[src/rtl/jzjpcc_memory_stage.sv]
// Memory stage: drives the synchronous data RAM, traps misaligned accesses,
// formats load data and holds the memory-to-writeback register.
// The writeback register output doubles as the bypass path to execute.
module jzjpcc_memory_stage #(
  parameter bit TRAP_ON_MISALIGNED = 1'b1
) (
  input  logic        clock,
  input  logic        reset_n,
  input  logic        valid,
  input  logic [29:0] memAddress,
  input  logic [1:0]  addrLow,
  input  logic [31:0] memDataToWrite,
  input  logic [3:0]  memByteMask,
  input  logic        memWriteEnable,
  input  logic        memReadEnable,
  input  logic [2:0]  loadFunct3,
  input  logic [31:0] aluResult,
  input  logic [4:0]  rdAddr,
  input  logic        rdWriteEnable,
  input  logic        stall,
  input  logic        flush,
  output logic [29:0] ramAddress,
  output logic [31:0] ramWriteData,
  output logic [3:0]  ramByteEnable,
  output logic        ramWriteEnable,
  input  logic [31:0] ramReadData,
  output logic [31:0] rdWriteData_wb,
  output logic [4:0]  rdAddr_wb,
  output logic        rdWriteEnable_wb,
  output logic        fwdEnable,
  output logic        fault,
  output logic [31:0] faultAddress
);

  typedef struct packed {
    logic        vld;
    logic [4:0]  rd;
    logic        rd_we;
    logic [31:0] alu;
    logic        is_load;
    logic [2:0]  f3;
    logic [1:0]  low;
  } wb_t;

  wb_t         r_wb;
  logic        r_fault;
  logic [31:0] r_fault_addr;
  logic [31:0] r_hold;
  logic        r_hold_full;

  logic        w_access, w_word, w_half, w_misaligned, w_trap, w_kill;
  logic [31:0] w_src, w_load;
  logic [7:0]  w_byte;
  logic [15:0] w_hword;

  // Access size: loads decode funct3, stores infer it from the byte mask
  always_comb begin
    w_access = valid & (memReadEnable | memWriteEnable);
    if (memReadEnable) begin
      w_half = (loadFunct3[1:0] == 2'b01);
      w_word = loadFunct3[1];
    end else begin
      w_half = (memByteMask == 4'b0011) || (memByteMask == 4'b1100);
      w_word = (memByteMask == 4'b1111);
    end
    w_misaligned = w_access & ((w_word & (addrLow != 2'd0)) |
                               (w_half & (addrLow == 2'd3)));
    w_trap = w_misaligned & TRAP_ON_MISALIGNED;
    w_kill = flush | r_fault | w_trap;
  end

  // RAM port is a straight pass-through; the write strobe is gated off by
  // kill, stall and an asserted reset
  assign ramAddress     = memAddress;
  assign ramWriteData   = memDataToWrite;
  assign ramByteEnable  = memByteMask;
  assign ramWriteEnable = reset_n & valid & memWriteEnable & ~w_kill & ~stall;

  // Writeback register advances only when not stalled
  always_ff @(posedge clock or negedge reset_n) begin
    if (!reset_n) begin
      r_wb <= '0;
    end else if (!stall) begin
      r_wb.vld     <= valid & ~w_kill;
      r_wb.rd      <= rdAddr;
      r_wb.rd_we   <= rdWriteEnable;
      r_wb.alu     <= aluResult;
      r_wb.is_load <= memReadEnable;
      r_wb.f3      <= loadFunct3;
      r_wb.low     <= addrLow;
    end
  end

  // RAM data is only valid the cycle after the address; keep it across a stall
  always_ff @(posedge clock or negedge reset_n) begin
    if (!reset_n) begin
      r_hold      <= '0;
      r_hold_full <= 1'b0;
    end else if (!stall) begin
      r_hold_full <= 1'b0;
    end else if (r_wb.vld && r_wb.is_load && !r_hold_full) begin
      r_hold      <= ramReadData;
      r_hold_full <= 1'b1;
    end
  end

  // First trapping access latches its byte address; sticky until reset
  always_ff @(posedge clock or negedge reset_n) begin
    if (!reset_n) begin
      r_fault      <= 1'b0;
      r_fault_addr <= '0;
    end else if (w_trap && !r_fault) begin
      r_fault      <= 1'b1;
      r_fault_addr <= {memAddress, addrLow};
    end
  end

  // Lane select and sign/zero extension of load data
  always_comb begin
    w_src   = r_hold_full ? r_hold : ramReadData;
    w_byte  = w_src[8*r_wb.low +: 8];
    w_hword = w_src[16*r_wb.low[1] +: 16];
    case (r_wb.f3)
      3'b000:  w_load = {{24{w_byte[7]}}, w_byte};
      3'b100:  w_load = {24'd0, w_byte};
      3'b001:  w_load = {{16{w_hword[15]}}, w_hword};
      3'b101:  w_load = {16'd0, w_hword};
      default: w_load = w_src;
    endcase
  end

  assign rdWriteData_wb   = r_wb.is_load ? w_load : r_wb.alu;
  assign rdAddr_wb        = r_wb.rd;
  assign rdWriteEnable_wb = r_wb.vld & r_wb.rd_we;
  assign fwdEnable        = rdWriteEnable_wb & (r_wb.rd != 5'd0);
  assign fault            = r_fault;
  assign faultAddress     = r_fault_addr;

endmodule

[config.mk]
export PLATFORM = sky130hd
export DESIGN_NAME = jzjpcc_memory_stage
export DESIGN_NICKNAME = d
export VERILOG_FILES = /design/src/rtl/jzjpcc_memory_stage.sv
export SDC_FILE = /design/constraint.sdc
export NUM_CORES = 1
export LEC_CHECK = 0
export ABC_CLOCK_PERIOD_IN_PS = 3900
export CAP_MARGIN = 20
export CORE_UTILIZATION = 41
export CTS_BUF_LIST = sky130_fd_sc_hd__clkbuf_2 sky130_fd_sc_hd__clkbuf_4 sky130_fd_sc_hd__clkbuf_8
export DETAILED_ROUTE_END_ITERATION = 10
export DONT_BUFFER_PORTS = 1
export PLACE_DENSITY = 0.63
export SLEW_MARGIN = 20
export SYNTH_ARGS = -nofsm -noshare
export SYNTH_HDL_FRONTEND = slang
export SYNTH_SLANG_ARGS = --single-unit
[constraint.sdc]
create_clock -name clock -period 3.9 [get_ports clock]
set_input_delay 0.585 -clock clock [delete_from_list [all_inputs] [get_ports clock]]
set_output_delay 0.585 -clock clock [all_outputs]
set_load 0.01 [all_outputs]
==> results by stage <==
Run status:
- The run finished with clean final reports.

Routing:
- The count of TritonRoute iterations in the first routing pass is 4.
- The detailed router finished its first iteration with 121 violations.
- Once detail routing completed, the nets flagged for antenna violations numbered 0.
- In the routed design, unresolved DRC markers number 0.
- The per-cell via count in the routed design is 5.96.
- In the final routed layout, each cell accounts on average for 24.8 µm.
- For this block, the via count after detailed routing is 3580.
- The routed wire length is 14900 µm.

Die:
- The floorplan die area is 15500 µm².
- The initialized floorplan defines 44 standard-cell rows.
- The initial utilization of the core area, before any placement, comes to 0.423.
- In this run the count of I/O pins placed on the die edge is 287.
- The standard cell core area is 14600 µm².
- The chip height is 125 µm.
- Measured along the x axis, the die boundary spans 125 µm.

Timing:
- The fraction of the cycle the final worst path needs is 0.822.
- On the final layout, the worst clock skew is 0.0119 ns.
- The number of failing hold endpoints at the final stage is 0.
- The worst-margin pin slew is 0.874 ns.
- The setup violation total in the final timing report is 0.
- The worst max-slew margin expressed relative to the limit is 0.416.
- The shortest period the worst path allows is 3.21 ns.
- For this run, the top clock speed supported by timing is 312 MHz.
- In the final timing run, aggregate negative setup slack is 0 ns.
- Setup repair after global routing left no endpoint under its margin.
- The total count of max-transition violations in the final report is 0.

Global route:
- The initial antenna violation count is 5.
- The via count of the first global-routing pass was 3802.
- The first global-routing pass estimated 22500 µm of wire.
- Entering global routing, the biggest net connects 112 pins.
- The overall track demand over capacity in global routing is 0.194.
- Summed over all layers, the global routing overflow is 0.

Final layout:
- Leaving out fill and tap cells, the most frequent cells in the layout are mux2_2 (117), dfrtp_1 (110), mux2i_1 (32).
- The net count of the finished layout is 556.
- Fill cells in the final layout number 1374.
- The multi-input combinational cells in the finished layout cover a total of 2640 µm².
- The sequential standard cell area is 2780 µm².
- In the final layout, the share of cells above drive strength 1 is 0.392.
- Compared with the post-synthesis result, the final layout area differs by -2.86%.
- The most common cell after layout, fill and taps aside is mux2_2.

Pwr:
- The share of total power dissipated in the clock network is 0.241.
- Power spread over the standard cell area amounts to 456 nW/µm².
- The worst-case IR drop observed on VDD is 0.267 mV.
- The cell internal power dissipation is 1880 µW.
- For this design the total switching power over the nets is 856 µW.
- The share of total power dissipated in combinational logic is 0.177.
- The completed layout was analyzed and its total power is 2730 µW.
- In this run the static leakage power is 0.00252 µW.
- The share of total power dissipated in sequential elements is 0.582.
- The switching part of the total is 0.313.

Clocking:
- The number of resized instances in the post-cts repair step is 0.
- Clock tree synthesis selected as its root buffer the cell clkbuf_8.
- The CTS clock-pin slew for the worst setup and hold paths is 0.11 ns.
- Counting every sink on the clock net gives 111.
- The number of levels the H-tree was split into is 3.
- The later-pin clock latency in the skew report is 0.39 ns.
- Clock tree synthesis inserted a total of 9 buffers.
- TritonCTS built the clock tree.
- No sink is reached through more buffers than the 2 on the longest clock path.

Worst setup path:
- The kind of launch point of the worst setup path is a register.
- The master of the slowest instance on the critical path is mux4_2.
- Data on the critical path is required at its endpoint by 3.31 ns.
- The delay of the slowest critical-path stage is 0.60 ns.
- The category of the most critical setup path is register to primary output.
- The data arrival time of the critical path is 2.62 ns.
- The signal on the critical path passes through mux4_2 > mux2i_1 > or3_1 > o221ai_1 > buf_4.
- The worst setup path is captured at a primary output.
- The biggest fanout along the worst timing path is 16.

Run:
- The number of max-capacitance violations reported is 0.

Placement:
- The number of I/O port buffers is 0.
- The estimated wirelength of the detail-placed design is 11000 µm.
- The global placer's final weighted congestion is 0.834.

Yosys:
- In this run, synthesis produced a sequential element count of 111.
- When the netlist entered floorplanning its net count stood at 639.
- A synthesized cell averages 12.6 µm².
- Counting every instance in the synthesized netlist gives 491.
- Counting distinct cell types in the post-synthesis netlist gives 36.
- The number of warnings printed during yosys synthesis is 0.
- The cell area after synthesis is 6170 µm².
- The share of the Yosys chip area taken by registers is 0.450.

Hold path:
- The type of the tightest min-delay check is input port to async pin.
cells in the mapped netlist (all sizes together):
cell,count,area share
a21o,1,0.0012
a21oi,11,0.0089
a311oi,1,0.0043
a31oi,2,0.0020
and2,1,0.0010
and3,1,0.0010
and3b,1,0.0020
buf,90,0.10
clkbuf,13,0.0079
dfrtp,111,0.45
inv,17,0.010
mux2,117,0.21
mux2i,32,0.052
mux4,16,0.058
nand2,11,0.0067
nand2b,10,0.010
nand3,1,0.00081
nand3b,1,0.0012
nand4b,2,0.0028
nand4bb,1,0.0018
nor2,3,0.0018
nor2b,3,0.0030
nor3,3,0.0024
o211ai,1,0.0012
o21a,1,0.0012
o21ai,4,0.0032
o221ai,23,0.033
o22a,1,0.0014
o22ai,7,0.0071
o31ai,1,0.0012
or3,2,0.0020
or3b,1,0.0014
or4,1,0.0012
cell families (layout without fill, tap and decap cells):
group / count (synthesis) / after routing / synth area share
compound gates: 53 / 53 / 0.0645
mux: 165 / 165 / 0.324
other cells: 0 / 4 / 0
buf+inv: 120 / 42 / 0.121
flops: 111 / 111 / 0.450
simple gates: 42 / 42 / 0.0396
state kept, by name, indices dropped and copies added (netlist names):
name / count
r_hold: 32
rdAddr_wb: 5
r_wb: 40
r_hold_full: 1
faultAddress: 32
fault: 1
metrics by stage:
step,setup slack [ns],hold WS [ns],cells,cell area (µm²),util
floorplan,1.55,0.289,491,6170,-
global placement,1.10,0.292,580,5770,0.396
global route,0.514,0.137,599,5980,0.410
detailed placement,1.02,0.292,580,5770,0.396
CTS,0.615,0.146,597,5980,0.410
finish,0.693,0.119,601,5990,0.411
routing by layer:
| layer | vias up | GRT usage | share of wire |
|---|---|---|---|
| li1 | 1545 | - | - |
| met1 | 1817 | 0.212 | 0.37 |
| met2 | 178 | 0.320 | 0.49 |
| met3 | 38 | 0.105 | 0.12 |
| met4 | 2 | 0.0645 | 0.017 |
| met5 | - | 0 | 0.00060 |
repair_timing:
item,CTS,global route
endpoints found under the hold margin,111,0
hold buffers,1,0
buffers inserted,0,0
power by group through the flow:
stage	logic (µW)	clock network (µW)	registers, µW
after floorplan	484	0	1550
after global placement	444	0	1600
after detailed placement	466	0	1610
after CTS	492	687	1590
after global routing	531	718	1620
final	484	657	1590
cell type report:
| cell class | count | share of cell area |
|---|---|---|
| sequential | 111 | 0.464 |
| multi-input combinational | 260 | 0.441 |
| tap | 184 | 0.0384 |
| clock buffer | 9 | 0.0207 |
| timing repair buffer | 9 | 0.0146 |
| inverter | 17 | 0.0107 |
| clock inverter | 7 | 0.00919 |
| antenna | 4 | 0.00167 |
worst max-delay path, delay by kind of cell, from the launching register on:
family | cells | cell delay (ns)
flip-flops | 1 | 0.48
buffers and inverters | 1 | 0.20
AO/OA/AOI/OAI | 1 | 0.26
multiplexers | 2 | 0.76
AND/OR/NAND/NOR | 1 | 0.54
final timing paths:
check	slack [ns]	cells after the start	start	end
max reg2reg	1.81	4	r_wb[5]	r_hold[22]
min	0.12	1	reset_n	r_wb[10]
min reg2reg	0.52	1	r_wb[33]	r_wb[33]
max	0.69	5	r_hold_full	rdWriteData_wb[21]
min in group clock	0.31	2	stall	r_wb[44]
max in group asynchronous	3.33	1	reset_n	rdAddr_wb[4]
Power figures use the tool's default switching activity.
